<file path="src/rtl/breakout_pkg.sv">
// breakout_pkg: block-wall constants, layout defaults and hit-engine FSM states
// Shared by the block hit engine and the VGA renderer.
package breakout_pkg;
    localparam int NUM_BLOCKS      = 25;
    localparam int BLOCKS_PER_ROW  = 5;
    localparam logic [1:0] BLOCK_DESTROYED = 2'b11;
    localparam int DEF_BALL_SIZE       = 7;
    localparam int DEF_BLOCK_SPACING_X = 40;
    localparam int DEF_BLOCK_WIDTH     = 80;
    localparam int DEF_BLOCK_HEIGHT    = 30;
    localparam int DEF_FIRST_ROW_Y     = 40;
    localparam int DEF_ROW_PITCH       = 50;
    typedef enum logic [1:0] {CLEAR, IDLE, SCAN, WRITE} state_t;
endpackage

</file>
<file path="src/rtl/block_overlap_check.sv">
// block_overlap_check: combinational ball/block box overlap and centre-in-x test
// All arithmetic is 11 bits wide so ball edge plus size never wraps.
module block_overlap_check
    import breakout_pkg::*;
#(
    parameter int BALL_SIZE       = DEF_BALL_SIZE,
    parameter int BLOCK_SPACING_X = DEF_BLOCK_SPACING_X,
    parameter int BLOCK_WIDTH     = DEF_BLOCK_WIDTH,
    parameter int BLOCK_HEIGHT    = DEF_BLOCK_HEIGHT,
    parameter int FIRST_ROW_Y     = DEF_FIRST_ROW_Y,
    parameter int ROW_PITCH       = DEF_ROW_PITCH
) (
    input  logic [4:0] index,
    input  logic [9:0] ball_x,
    input  logic [9:0] ball_y,
    output logic       hit_box,
    output logic       centre_in_x
);
    logic [2:0]  row, col;
    logic [10:0] bx, by, x, y, cx;
    assign row = 3'(index / 5'(BLOCKS_PER_ROW));
    assign col = 3'(index % 5'(BLOCKS_PER_ROW));
    assign bx  = 11'(BLOCK_SPACING_X) + 11'(BLOCK_SPACING_X + BLOCK_WIDTH) * 11'(col);
    assign by  = 11'(FIRST_ROW_Y) + 11'(ROW_PITCH) * 11'(row);
    assign x   = {1'b0, ball_x};
    assign y   = {1'b0, ball_y};
    assign cx  = x + 11'd3;
    assign hit_box = (x <= bx + 11'(BLOCK_WIDTH)) && (x + 11'(BALL_SIZE) >= bx) &&
                     (y <= by + 11'(BLOCK_HEIGHT)) && (y + 11'(BALL_SIZE) >= by);
    assign centre_in_x = (cx >= bx) && (cx <= bx + 11'(BLOCK_WIDTH));
endmodule

</file>
<file path="src/rtl/block_hit_engine.sv">
// block_hit_engine: per-frame block wall scan, damage write-back, bounce, score and level-clear
// Define BLOCK_HITS_MULTI_EN for three-hit blocks (state 0->1->2->3); otherwise one hit destroys.
module block_hit_engine
    import breakout_pkg::*;
#(
    parameter int BALL_SIZE       = DEF_BALL_SIZE,
    parameter int BLOCK_SPACING_X = DEF_BLOCK_SPACING_X,
    parameter int BLOCK_WIDTH     = DEF_BLOCK_WIDTH,
    parameter int BLOCK_HEIGHT    = DEF_BLOCK_HEIGHT,
    parameter int FIRST_ROW_Y     = DEF_FIRST_ROW_Y,
    parameter int ROW_PITCH       = DEF_ROW_PITCH
) (
    input  logic        CLK_50MH,
    input  logic        reset_n,
    input  logic        frame_tick,
    input  logic        clear_req,
    input  logic [9:0]  ball_x,
    input  logic [9:0]  ball_y,
    output logic        active_write_enable,
    output logic [5:0]  active_position,
    output logic [1:0]  active_data,
    output logic        bounce_x,
    output logic        bounce_y,
    output logic [15:0] score,
    output logic        level_clear,
    output logic        busy
);
    state_t                        state_q;
    logic [4:0]                    idx_q, dcnt_q, dcnt_d;
    logic [9:0]                    ball_x_q, ball_y_q;
    logic [NUM_BLOCKS-1:0][1:0]    blocks_q;
    logic [15:0]                   score_q, score_d;
    logic [5:0]                    pos_q;
    logic [1:0]                    data_q, blk_d;
    logic we_q, bounce_x_q, bounce_y_q, level_q, busy_q, centre_q;
    logic hit_box, centre_in_x, hit, last_idx;

    block_overlap_check #(
        .BALL_SIZE(BALL_SIZE), .BLOCK_SPACING_X(BLOCK_SPACING_X), .BLOCK_WIDTH(BLOCK_WIDTH),
        .BLOCK_HEIGHT(BLOCK_HEIGHT), .FIRST_ROW_Y(FIRST_ROW_Y), .ROW_PITCH(ROW_PITCH)
    ) u_check (
        .index(idx_q), .ball_x(ball_x_q), .ball_y(ball_y_q),
        .hit_box(hit_box), .centre_in_x(centre_in_x)
    );

    assign hit      = hit_box && (blocks_q[idx_q] != BLOCK_DESTROYED);
    assign last_idx = idx_q == 5'(NUM_BLOCKS - 1);
`ifdef BLOCK_HITS_MULTI_EN
    assign blk_d = blocks_q[idx_q] + 2'd1;
`else
    assign blk_d = BLOCK_DESTROYED;
`endif
    assign dcnt_d  = dcnt_q + 5'(blk_d == BLOCK_DESTROYED);
    assign score_d = score_q + 16'(score_q != 16'hFFFF);

    always_ff @(posedge CLK_50MH or negedge reset_n) begin
        if (!reset_n) begin
            state_q    <= CLEAR;
            idx_q      <= '0;
            ball_x_q   <= '0;
            ball_y_q   <= '0;
            blocks_q   <= '0;
            dcnt_q     <= '0;
            score_q    <= '0;
            pos_q      <= '0;
            data_q     <= '0;
            we_q       <= 1'b0;
            bounce_x_q <= 1'b0;
            bounce_y_q <= 1'b0;
            level_q    <= 1'b0;
            busy_q     <= 1'b1;
            centre_q   <= 1'b0;
        end else begin
            we_q       <= 1'b0;
            bounce_x_q <= 1'b0;
            bounce_y_q <= 1'b0;
            busy_q     <= state_q != IDLE;
            if (clear_req) begin
                state_q <= CLEAR;
                idx_q   <= '0;
            end else begin
                case (state_q)
                    CLEAR: begin
                        we_q            <= 1'b1;
                        pos_q           <= 6'(idx_q);
                        data_q          <= '0;
                        blocks_q[idx_q] <= '0;
                        score_q         <= '0;
                        dcnt_q          <= '0;
                        level_q         <= 1'b0;
                        idx_q           <= last_idx ? '0 : idx_q + 5'd1;
                        state_q         <= last_idx ? IDLE : CLEAR;
                    end
                    IDLE: if (frame_tick) begin
                        ball_x_q <= ball_x;
                        ball_y_q <= ball_y;
                        idx_q    <= '0;
                        state_q  <= SCAN;
                    end
                    SCAN: begin
                        centre_q <= centre_in_x;
                        state_q  <= hit ? WRITE : (last_idx ? IDLE : SCAN);
                        idx_q    <= (hit || last_idx) ? idx_q : idx_q + 5'd1;
                    end
                    WRITE: begin
                        we_q            <= 1'b1;
                        pos_q           <= 6'(idx_q);
                        data_q          <= blk_d;
                        blocks_q[idx_q] <= blk_d;
                        bounce_y_q      <= centre_q;
                        bounce_x_q      <= !centre_q;
                        score_q         <= score_d;
                        dcnt_q          <= dcnt_d;
                        level_q         <= dcnt_d == 5'(NUM_BLOCKS);
                        state_q         <= IDLE;
                    end
                    default: state_q <= CLEAR;
                endcase
            end
        end
    end

    assign active_write_enable = we_q;
    assign active_position     = pos_q;
    assign active_data         = data_q;
    assign bounce_x            = bounce_x_q;
    assign bounce_y            = bounce_y_q;
    assign score               = score_q;
    assign level_clear         = level_q;
    assign busy                = busy_q;
endmodule

</file>
<file path="config.mk">
export PLATFORM = sky130hd
export DESIGN_NAME = block_hit_engine
export DESIGN_NICKNAME = d
export VERILOG_FILES = /design/src/rtl/breakout_pkg.sv /design/src/rtl/block_overlap_check.sv /design/src/rtl/block_hit_engine.sv
export SDC_FILE = /design/constraint.sdc
export NUM_CORES = 1
export LEC_CHECK = 0
export ABC_CLOCK_PERIOD_IN_PS = 12500
export BUFFER_PORTS_ARGS = -buffer_cell sky130_fd_sc_hd__buf_2
export CAP_MARGIN = 20
export CORE_MARGIN = 5
export CORE_UTILIZATION = 40
export DETAILED_ROUTE_END_ITERATION = 16
export PLACE_DENSITY = 0.65
export SETUP_SLACK_MARGIN = 0.05
export SLEW_MARGIN = 0
export SYNTH_ARGS = -nofsm -noshare
export SYNTH_HDL_FRONTEND = slang
export SYNTH_SLANG_ARGS = --single-unit
</file>
<file path="constraint.sdc">
create_clock -name CLK_50MH -period 12.5 [get_ports CLK_50MH]
set_input_delay 1.875 -clock CLK_50MH [delete_from_list [all_inputs] [get_ports CLK_50MH]]
set_output_delay 1.875 -clock CLK_50MH [all_outputs]
set_load 0.01 [all_outputs]
</file>
# [Word level (Yosys, flattened, before mapping)]
# Cells that the tools add are included.
[word_totals] reg_bits=111 input_bits=24 output_inout_bits=29
[classes] addsub=10 mul=2 div_mod_pow=2 n_lt_le_gt_ge=8 eq_ne=10 mux=26 bitwise=4 reduce_logical=17
[ops] cell="$pmux W50 S2" count=1
[ops] cell="$and A50 B50 Y50" count=1
[ops] cell="$not A50 Y50" count=1
[ops] cell="$or A50 B50 Y50" count=1
[ops] cell="$ge A11 B11 Y1" count=3
[ops] cell="$pmux W16 S2" count=1
[ops] cell="$add A10 B3 Y11 const B" count=2
[ops] cell="$le A10 B11 Y1" count=2
[ops] cell="$mux W5" count=4
[ops] cell="$add A16 B1 Y16" count=1
[ops] cell="$ne A16 B16 Y1 const B" count=1
[ops] cell="$pmux W5 S3" count=1
[ops] cell="$mux W2" count=6
[ops] cell="$add A10 B2 Y11 const B" count=1
[ops] cell="$add A11 B5 Y11 const B" count=1
[ops] cell="$add A11 B7 Y11 const B" count=1
[ops] cell="$add A6 B10 Y11 const A" count=1
[ops] cell="$le A11 B11 Y1" count=1
[ops] cell="$add A5 B1 Y5 const B" count=2
[ops] cell="$add A6 B9 Y10 const A" count=1
[ops] cell="$bmux W2 S5" count=1
[ops] cell="$demux W2 S5" count=1
[ops] cell="$eq A5 B5 Y1 const B" count=2
[ops] cell="$pmux W5 S2" count=1
[ops] cell="25 further kinds" count=41

# [Logic depth before layout (Yosys ltp)]
[depth] word_depth=13 mapped_depth=34 mapped_depth_nobuf=33

# [Hierarchy]
# Synthesis repeated with hierarchy kept, for this count alone.
[unflattened] hier_cells=691 hier_area_um2=6658.9
[modules_own_cells] module="block_hit_engine" n_inst=1 cells_each=391 area_each_um2=4255.3 seq_area_each_um2=2128.3
[modules_own_cells] module="block_overlap_check" n_inst=1 cells_each=300 area_each_um2=2403.6 seq_area_each_um2=0.0

# [Worst setup path after synthesis]
# OpenSTA, ideal clock, no wires.
[synth_timing] path_type="reg2reg" startpoint="register idx_q[1]" endpoint="register idx_q[3]" setup_ns=0.095 arrival_time_ns=6.756 required_time_ns=12.405 slack_ns=5.648 path_stages_with_launch=30 n_path_buf=2 cell_sequence="dfrtp_1 -> buf_4 -> buf_1 -> inv_1 -> mux2i_1 -> a21oi_1 -> ha_1 -> nor2_1 -> o21ai_0 -> nand2_1 -> o311ai_0 -> inv_1 -> nor2_1 -> xor2_1 -> fa_1 -> inv_1 -> ha_1 -> fa_1 -> xor2_1 -> nand2_1 -> nor3_1 -> xor2_1 -> ha_1 -> a21oi_1 -> or4b_2 -> o2111ai_1 -> a311o_1 -> nand3_2 -> or2_2 -> o31ai_1"
[synth_via] elab_chain_len=12 word_cells_on_any_way=28 classes_between="add/sub (5); mul (2); div (2); order compare (4); eq/ne (3); mux (6); reduce/logical (6)"
[synth_lines] element="from (decl)" line="block_hit_engine.sv:29" source="logic [4:0] idx_q, dcnt_q, dcnt_d;"
[synth_lines] element="from (signal assigned)" line="block_hit_engine.sv:91" source="idx_q <= last_idx ? '0 : idx_q + 5'd1;"
[synth_lines] element="from (signal assigned)" line="block_hit_engine.sv:103" source="idx_q <= (hit || last_idx) ? idx_q : idx_q + 5'd1;"
[synth_lines] element="$mod A5 B3 Y5" line="block_overlap_check.sv:22" source="assign col = 3'(index % 5'(BLOCKS_PER_ROW));"
[synth_lines] element="$mul A4 B3 Y7" line="block_overlap_check.sv:23" source="assign bx = 11'(BLOCK_SPACING_X) + 11'(BLOCK_SPACING_X + BLOCK_WIDTH) * 11'(col);"
[synth_lines] element="$add A6 B10 Y11" line="block_overlap_check.sv:23"
[synth_lines] element="$add A11 B7 Y11" line="block_overlap_check.sv:28" source="assign hit_box = (x <= bx + 11'(BLOCK_WIDTH)) && (x + 11'(BALL_SIZE) >= bx) &&"
[synth_lines] element="$le A10 B11 Y1" line="block_overlap_check.sv:28"
[synth_lines] element="$logic_and A1 B1 Y1 (2 in a row)" line="block_overlap_check.sv:28"
[synth_lines] element="$logic_and A1 B1 Y1" line="block_overlap_check.sv:29" source="(y <= by + 11'(BLOCK_HEIGHT)) && (y + 11'(BALL_SIZE) >= by);"
[synth_lines] element="$logic_and A1 B1 Y1" line="block_hit_engine.sv:46" source="assign hit = hit_box && (blocks_q[idx_q] != BLOCK_DESTROYED);"
[synth_lines] element="$logic_or A1 B1 Y1" line="block_hit_engine.sv:103"
[synth_lines] element="$ne A3 B3 Y1 (no source line)"
[synth_lines] element="$reduce_and A3 Y1 (no source line)"
# Parallel ways exist; a longest one is shown, timed or not. The select of a mux whose other input is x is not followed.
# A chain may end at the register's enable or synchronous reset.

# [Worst setup path in the final report]
[layout_timing] startpoint="register idx_q[0]" endpoint="register idx_q[3]"
# Same word-level chain as after synthesis.

==> results_dict.tcl <==
set metrics [dict create \
    regToRegSetupSlack_ps 4850 \
    drtAntennaViolNets 0 \
    cp_slowest_stage_delay_ps 690 \
    grt_overflow 0 \
    clockBufferDepth 2 \
    power.leakage_nw 3.53 \
    register_area_um2 2130 \
    cts_tree "yes" \
    slew_headroom_pct 30.1 \
    fin_tns_setup_ps 0 \
    dieHeight_um 140 \
    grt_pass1_vias 5284 \
    crit_path_frequent_cell "ha_1" \
    ir_worst_vdd_v 0.0000700 \
    syn_nets 833 \
    root_buffer "clkbuf_16" \
    antenna_found_initial 0 \
    drcViolationCount 0 \
    drive_above_1_share_pct 19.1 \
    io_pins 53 \
    hold_class "reg2reg" \
    insertion_delay_ps 350 \
    place.gp.congestion 0.874 \
    core.rowCount 47 \
    holdBufCountCts 0 \
    async_flop_share_pct 100 \
    fin_util_pct 45.2 \
    cts_max_level 3 \
    syn_to_final_growth_pct 10.7 \
    finalCritPeriodShare_pct 61.2 \
    core_um2 16600 \
    layout_setup_ws_ps 4850 \
    hold_viol_final 0 \
    cp.arrival_ps 7910 \
    ys_warn_count 0 \
    final_max_slew_viol_count 0 \
    hold_ws_ps 477 \
    timing.critical_path.from_type "flip-flop" \
    max_freq_ghz 0.131 \
    synthesis.area_um2 6790 \
    track_usage_pct 16.0 \
    fin_skew_ps 13.2 \
    pre_cts_slack_ps 4670 \
    n_fill_cell 1598 \
    ys_seq_elements 85 \
    vias 5371 \
    status "complete, no violations" \
    numCtsBuffers 9 \
    netlist_instances 726 \
    slowest_stage "dfrtp_1" \
    wl_per_cell_um 15.6 \
    grt_max_degree 62 \
    dieArea_um2 19700 \
    drtIter0Drc 363 \
    grt_pass1_wl_mm 26.2 \
    drtPass1Iterations 5 \
    port_buffers 51 \
    clk_pin_slew_ps 70 \
    yosys.cell_types.count 80 \
    dpl.hpwl_mm 11.2 \
    multi_input_area_um2 4360 \
    cts.sinks 85 \
    synth-main-ff-cell "dfrtp_1" \
    ys_seq_area_share_pct 31.3 \
    cp_max_fo 15 \
    die_w_um 140 \
    min_period_ps 7650 \
    via_per_inst 5.46 \
    rsz0062_at_grt "no" \
    end_kind "flip-flop" \
    p_total_mw 0.732 \
    syn-mean-instance-area_um2 9.35 \
    max_cap_violations 0 \
    finalNetCount 866 \
    post_cts.repair.setup_buffers 0 \
    pwr_density_cell_nw_per_um2 97.3 \
    worstMarginPinSlew_ps 1030 \
    synth_edf_count 0 \
    cts.repair.resized 0 \
    cp.required_ps 12760 \
    finalSetupViolations 0 \
    crit_type "reg2reg" \
    diodes 0 \
    start_util_pct 40.8 \
    wl_mm 15.3 \
]
==> kinds of logic after synthesis <==
logic type               count (synthesis)  synth area share, %
AND/OR/NAND/NOR                        236                 17.7
AO/OA/AOI/OAI                          146                 14.3
flip-flops                              85                 31.3
adder cells (fa/ha/maj)                 84                 15.8
buffers and inverters                   65                 4.42
multiplexers                            61                 10.3
XOR/XNOR                                48                 6.19
other                                    1               0.0552
==> final timing paths <==
path	from	to	cells past startpoint
max	idx_q[0]	idx_q[3]	29
min	centre_q	bounce_x	1
max reg2reg	idx_q[0]	idx_q[3]	29
min reg2reg	centre_q	bounce_x	1
max in group asynchronous	reset_n	ball_x_q[1]	2
min in group asynchronous	reset_n	async pin	1
==> layer usage <==
| layer | vias up | GRT usage [%] | part of all wire, % |
|---|---|---|---|
| li1 | 2678 | - | - |
| met1 | 2600 | 22.9 | 50 |
| met2 | 83 | 25.0 | 46 |
| met3 | 10 | 2.49 | 3.5 |
| met4 | 0 | 4.54 | 1.2 |
| met5 | - | 0 | 0 |
==> critical path: cells and delay by family, from the launching register on <==
family | cells | cell delay, ps
AOI/OAI and AO/OA | 7 | 1210
xor gates and xnor gates | 3 | 950
adders and majority gates | 6 | 2100
buffers and inverters | 3 | 530
DFF | 1 | 690
muxes | 1 | 90
and+or+nand+nor | 9 | 1960
==> power by group <==
part / internal (mW) / total, mW / switching [mW]
Sequential: 0.277 / 0.282 / 0.00500
Clock: 0.175 / 0.290 / 0.114
Combinational: 0.0589 / 0.160 / 0.101
==> per-stage QoR <==
stage	instances	instance area, um^2
after global routing	983	7520
after floorplan	726	6790
final	983	7520
after CTS	980	7470
after detailed placement	965	7150
after global placement	965	7150
==> cells in the mapped netlist (all sizes together), types with 3 or more instances <==
cell	instances	area, um^2
dfrtp	84	2100
ha	80	1000
nand2	58	218
o21ai	52	260
mux2	49	552
nand3	47	240
nor2	47	176
inv	31	116
clkbuf	26	131
xnor2	25	219
a21oi	23	119
xor2	23	201
nor3	18	90.1
nand4	11	68.8
mux2i	10	100
a22o	8	70.1
buf	8	52.6
nand2b	8	50.1
nor2b	8	52.6
o31ai	8	60.1
a21o	7	53.8
a31oi	7	43.8
o21a	6	45.0
and3	5	31.3
o211ai	5	37.5
or2	5	31.3
a211o	4	37.5
nand3b	4	30.0
nor3b	4	35.0
o311ai	4	52.6
and2	3	21.3
and4	3	27.5
fa	3	60.1
o221ai	3	26.3
or2b	3	26.3
==> cells in the final DEF (no fill, tap or decap), types with 8 or more instances in the layout <==
cell	count
nand4_1	11
nand2b_1	8
nand2_1	58
xnor2_1	25
a22o_1	8
inv_1	31
a21oi_1	22
mux2_2	49
nand3_1	46
xor2_1	23
buf_2	50
nor2_1	47
o31ai_1	8
nor3_1	18
mux2i_1	10
dfrtp_1	84
o21ai_0	51
ha_1	80
clkbuf_16	9
==> area by class of cell <==
class,count,area share [%]
flip-flops and latches,85,28.3
clock buffers,10,3.05
repair buffers,56,4.26
multi-input cells,576,58.0
clock inverters,5,1.13
well taps,220,3.66
inverters,31,1.55
No activity file was read; power rests on OpenSTA's default activity.
